<file path="src/rtl/oled_spi_monitor.sv">
// Passive OLED SPI capture: deserializes bytes, tags them command/data and
// queues {dc, byte} in a FWFT FIFO. Reports link state, counters and errors.
//
// Ports:
//   sysclk, cpu_reset                    clock, sync active-high reset
//   oled_sclk/sdin/dc/res/vdd/vbat       observed OLED pins (never driven)
//   rd_en                                pop request
//   rd_data                              FIFO head {dc, byte}
//   empty, full, level                   FIFO status
//   overflow, frame_err                  sticky error flags
//   cmd_count, data_count                saturating byte counters
//   link_state                           0 OFF, 1 RESET, 2 ACTIVE
module oled_spi_monitor #(
  parameter int DEPTH        = 16,
  parameter int IDLE_TIMEOUT = 1024,
  localparam int AW          = $clog2(DEPTH)
) (
  input  logic          sysclk,
  input  logic          cpu_reset,
  input  logic          oled_sclk,
  input  logic          oled_sdin,
  input  logic          oled_dc,
  input  logic          oled_res,
  input  logic          oled_vdd,
  input  logic          oled_vbat,
  input  logic          rd_en,
  output logic [8:0]    rd_data,
  output logic          empty,
  output logic          full,
  output logic [AW:0]   level,
  output logic          overflow,
  output logic          frame_err,
  output logic [15:0]   cmd_count,
  output logic [15:0]   data_count,
  output logic [1:0]    link_state
);

  typedef enum logic [1:0] {
    L_OFF    = 2'd0,
    L_RESET  = 2'd1,
    L_ACTIVE = 2'd2
  } link_e;

  logic sclk_s1, sclk_s2, sclk_s3;
  logic sdin_s1, sdin_s2;
  logic dc_s1, dc_s2;
  logic res_s1, res_s2;
  logic vdd_s1, vdd_s2;
  logic vbat_s1, vbat_s2;
  logic unused_vbat;

  logic [6:0]  shreg;
  logic [2:0]  bitcnt;
  logic [15:0] idle;
  logic [AW:0] wptr, rptr;
  logic [8:0]  mem [DEPTH];

  link_e link;
  logic  active, rise, done, wr, pop, tmo;

  assign unused_vbat = vbat_s2;

  always_comb begin
    link = L_OFF;
    if (!vdd_s2) link = res_s2 ? L_ACTIVE : L_RESET;
  end

  assign link_state = link;
  assign active     = (link == L_ACTIVE);
  assign rise       = sclk_s2 & ~sclk_s3;
  assign done       = active & rise & (bitcnt == 3'd7);
  assign tmo        = (idle == 16'(IDLE_TIMEOUT - 1));

  assign level   = wptr - rptr;
  assign empty   = (wptr == rptr);
  assign full    = (level == (AW + 1)'(DEPTH));
  assign pop     = rd_en & ~empty;
  // A pop in the same cycle frees the slot even when full.
  assign wr      = done & (~full | pop);
  assign rd_data = empty ? 9'd0 : mem[rptr[AW-1:0]];

  always_ff @(posedge sysclk) begin
    if (cpu_reset) begin
      sclk_s1    <= 1'b1;
      sclk_s2    <= 1'b1;
      sclk_s3    <= 1'b1;
      sdin_s1    <= 1'b0;
      sdin_s2    <= 1'b0;
      dc_s1      <= 1'b0;
      dc_s2      <= 1'b0;
      res_s1     <= 1'b1;
      res_s2     <= 1'b1;
      vdd_s1     <= 1'b1;
      vdd_s2     <= 1'b1;
      vbat_s1    <= 1'b1;
      vbat_s2    <= 1'b1;
      shreg      <= '0;
      bitcnt     <= '0;
      idle       <= '0;
      wptr       <= '0;
      rptr       <= '0;
      overflow   <= 1'b0;
      frame_err  <= 1'b0;
      cmd_count  <= '0;
      data_count <= '0;
    end else begin
      sclk_s1 <= oled_sclk;
      sclk_s2 <= sclk_s1;
      sclk_s3 <= sclk_s2;
      sdin_s1 <= oled_sdin;
      sdin_s2 <= sdin_s1;
      dc_s1   <= oled_dc;
      dc_s2   <= dc_s1;
      res_s1  <= oled_res;
      res_s2  <= res_s1;
      vdd_s1  <= oled_vdd;
      vdd_s2  <= vdd_s1;
      vbat_s1 <= oled_vbat;
      vbat_s2 <= vbat_s1;

      if (!active) begin
        bitcnt <= '0;
        idle   <= '0;
      end else if (rise) begin
        shreg  <= {shreg[5:0], sdin_s2};
        bitcnt <= bitcnt + 3'd1;
        idle   <= '0;
      end else if (bitcnt != 3'd0) begin
        if (tmo) begin
          bitcnt    <= '0;
          idle      <= '0;
          frame_err <= 1'b1;
        end else begin
          idle <= idle + 16'd1;
        end
      end

      if (done) begin
        if (dc_s2) begin
          if (data_count != 16'hFFFF)
            data_count <= data_count + 16'd1;
        end else begin
          if (cmd_count != 16'hFFFF)
            cmd_count <= cmd_count + 16'd1;
        end
        if (!wr) overflow <= 1'b1;
      end

      if (wr)  wptr <= wptr + 1'b1;
      if (pop) rptr <= rptr + 1'b1;
    end
  end

  always_ff @(posedge sysclk) begin
    if (wr) mem[wptr[AW-1:0]] <= {dc_s2, shreg, sdin_s2};
  end

endmodule

</file>
<file path="config.mk">
export PLATFORM = sky130hd
export DESIGN_NAME = oled_spi_monitor
export DESIGN_NICKNAME = d
export VERILOG_FILES = /design/src/rtl/oled_spi_monitor.sv
export SDC_FILE = /design/constraint.sdc
export NUM_CORES = 1
export LEC_CHECK = 0
export BUFFER_PORTS_ARGS = -buffer_cell sky130_fd_sc_hd__buf_2
export CORE_ASPECT_RATIO = 0.6
export CORE_UTILIZATION = 23
export CTS_CLUSTER_DIAMETER = 120
export DETAILED_ROUTE_END_ITERATION = 10
export HOLD_SLACK_MARGIN = 0.02
export MAX_ROUTING_LAYER = met4
export PLACE_DENSITY_LB_ADDON = 0.3
export SETUP_SLACK_MARGIN = 0.4
export SKIP_LAST_GASP = 1
export SYNTH_ARGS = -nofsm -noshare
export SYNTH_HDL_FRONTEND = slang
export SYNTH_SLANG_ARGS = --single-unit
</file>
<file path="constraint.sdc">
create_clock -name sysclk -period 5 [get_ports sysclk]
set_input_delay 0.75 -clock sysclk [delete_from_list [all_inputs] [get_ports sysclk]]
set_output_delay 0.75 -clock sysclk [all_outputs]
set_load 0.005 [all_outputs]
</file>
==> results.tsv <==
metric	value	unit
Synth Instances	671	
Bufs on Longest Clock Path	3	
crit path kind	register to output port	
die height	159	µm
HP Class	input port to register	
# rows	57	
CTS resizes	0	
Buf+Inv Stages, Crit Path	2	
kind of cell adding the most delay to the critical path	multiplexers	
Yosys top cell area share	45.6	%
GPL Wtd Cong	0.734	
total of max-cap violations	0	
cell area power density	344	mW/mm²
dpl cell area	0.0104	mm²
P_leak	3.67	nW
Nets	758	
final wirelength	21000	µm
CP max-delay cell	dfxtp_2	
worst stage delay on the critical path	730	ps
Setup violations, final	0	
Synth Cell Area	0.00949	mm²
Worst EP arrival	3120	ps
post-route insts no fill	1279	
Top FF cell, synth	edfxtp_1	
CTS sink cnt	229	
synth top area cells	edfxtp_1 (46%), dfxtp_1 (18%), mux4_2 (11%)	
Initial Utilization	23.4	%
drt first-iter violations	436	
dpl cells	1238	
Hold Crit Start	oled_res	
fill count	4093	
first-pass GRT wire length	32800	µm
Hold Fails Final Rpt	0	
Highest Clock Rate	258	MHz
worst reg2reg startpoint	wptr[0]	
Max FO, Critical Path	17	
CTS clk-pin slew, worst paths	60	ps
total CTS buffers	24	
Mean Syn Cell Area	14.1	µm²
post-synthesis compound-gate area fraction	3.70	%
sum of negative setup slack	0	ps
routed wire length on met3	1010	µm
Post-synth EDFFs	144	
outcome	finished clean	
CP Launch Type	register	
clock root buffer	clkbuf_16	
Top Metal Used	met4	
die area	0.0421	mm²
mux contribution to synthesized area	11.7	%
routed via count	5516	
GRT overflow	0	
wire length on met2	8540	µm
core area	0.0406	mm²
largest net degree at the start of global routing	69	
syn_nets	696	
Yosys warning count	0	
ratio of cells with drive above 1 in the final layout	21.5	%
initial antenna violation count	1	
Synth cell types	49	
Clock Skews	14.2	ps
worst vdd ir	0.185	mV
Initial DRT Pass Iterations	4	
vias in the first global route	5393	
Yosys reg bits	229	
Residual DRC	0	
Worst-Margin Slew	1040	ps
Synth Area in Simple Gates	12.8	%
H-tree Lvls	1	
die width	264	µm
CTS tree	done	
Final Cycle Share	77.5	%
Tmin final	3870	ps
asr flop ratio synth	0	%
top cell type by total area after synthesis	edfxtp_1	
routed len/inst	16.4	µm
Post-CTS Setup Bufs	0	
I/O pin cnt	61	
CP required	4250	ps
IO buf count	59	
DPL Wire Length	13800	µm
main combinational cell family by area after synthesis	simple AND/OR/NAND/NOR gates	
Vias/cell	4.31	
Slew headroom	30.7	%
# hold bufs at CTS	0	
antenna violation net count after detailed routing	0	
CP most frequent cell	mux4_2	
RSZ-0062 raised after global routing	false	
post-synthesis sequential area ratio	63.5	%
Final Max Tran Viols	0	
wire length on met1	11100	µm
Post-Synth Adder-Cell Area	2.19	%
Worst Setup End Kind	output port	
XOR/XNOR Fraction of Synth Area	4.25	%
Hold WS	408	ps
Skew-Pair Late Insertion Delay	520	ps
fin area	0.0112	mm²
cells along the critical path	buf_4 -> mux4_2 -> mux4_2 -> nor2b_1 -> buf_2	
GR Util All Layers	10.4	%
Area growth syn-to-layout	17.7	%
antenna diode count	0	
[through the flow]
step / util [%] / worst slack, ps / total power, W
floorplan: - / 2090 / 0.00205
global placement: 25.5 / 1600 / 0.00206
detailed placement: 25.5 / 1560 / 0.00206
CTS: 27.5 / 1010 / 0.00389
global route: 27.5 / 912 / 0.00396
finish: 27.5 / 1130 / 0.00384
[cell type report]
type	instances	area (µm²)	area share, %
clock inverter	9	108	0.964
inverter	16	60.1	0.538
clock buffer	32	693	6.21
timing repair buffer	63	325	2.91
multi-input combinational	399	3290	29.4
tap	531	664	5.95
sequential	229	6030	54.0
[layout by cell type, fill, tap and decap left out, drive strengths merged, types with 5 or more instances in the layout]
cell type    n
edfxtp     144
dfxtp       85
nor2        71
buf         63
mux4        45
nand2       36
clkbuf      32
xnor2       31
and3        22
a21oi       21
nor2b       20
inv         18
xor2        15
ha          15
nand3       13
nand4       11
or3         11
and2        10
nor3         7
or2          7
o21ai        6
nand2b       5
mux2i        5
o2111ai      5
clkinv       5
[layer usage]
metal | up-vias | GRT usage [%]
li1 | 2629 | -
met1 | 2749 | 15.7
met2 | 108 | 14.0
met3 | 30 | 2.24
met4 | 0 | 2.03
met5 | - | -
[cells in the mapped netlist, types with 15 or more instances]
master	count
dfxtp_1	85
xor2_1	15
nor2_1	71
edfxtp_1	144
ha_1	15
nor2b_1	20
mux4_2	45
xnor2_1	31
inv_1	16
nand2_1	36
and3_1	22
clkbuf_1	17
a21oi_1	19
[registers in the layout, summed over array words and instances (netlist names), 3 cells and up, named ones only]
signal      flops
mem           144
cmd_count      16
data_count     16
idle           16
shreg           7
rptr            5
wptr            5
bitcnt          3
[power breakdown]
part,internal (W),switching (W),total [W]
clock network,0.00108,0.000741,0.00182
logic,0.00000684,0.0000140,0.0000209
registers,0.00199,0.00000496,0.00200
[logic make-up after synthesis]
family,after synthesis
DFF,229
xor gates and xnor gates,46
and+or+nand+nor,233
muxes,54
buffers and inverters,43
adders and majority gates,16
AOI/OAI and AO/OA,50
[path summary, 6_finish.rpt]
check | endpoint | slack, ps | cells after the start
max | rd_data[4] | 1130 | 5
min reg2reg | vdd_s2 | 410 | 1
min | res_s1 | 410 | 2
max reg2reg | mem[5][6] | 1680 | 9
[worst register-to-register path, delay by kind of cell, from the launching register on]
family                   cells  cell delay (ps)
flip-flops                   1              350
adder cells (fa/ha/maj)      2              590
AND/OR/NAND/NOR              2              810
buffers and inverters        2              200
AO/OA/AOI/OAI                2              840
XOR/XNOR                     1              190
No activity file was read; power rests on OpenSTA's default activity.
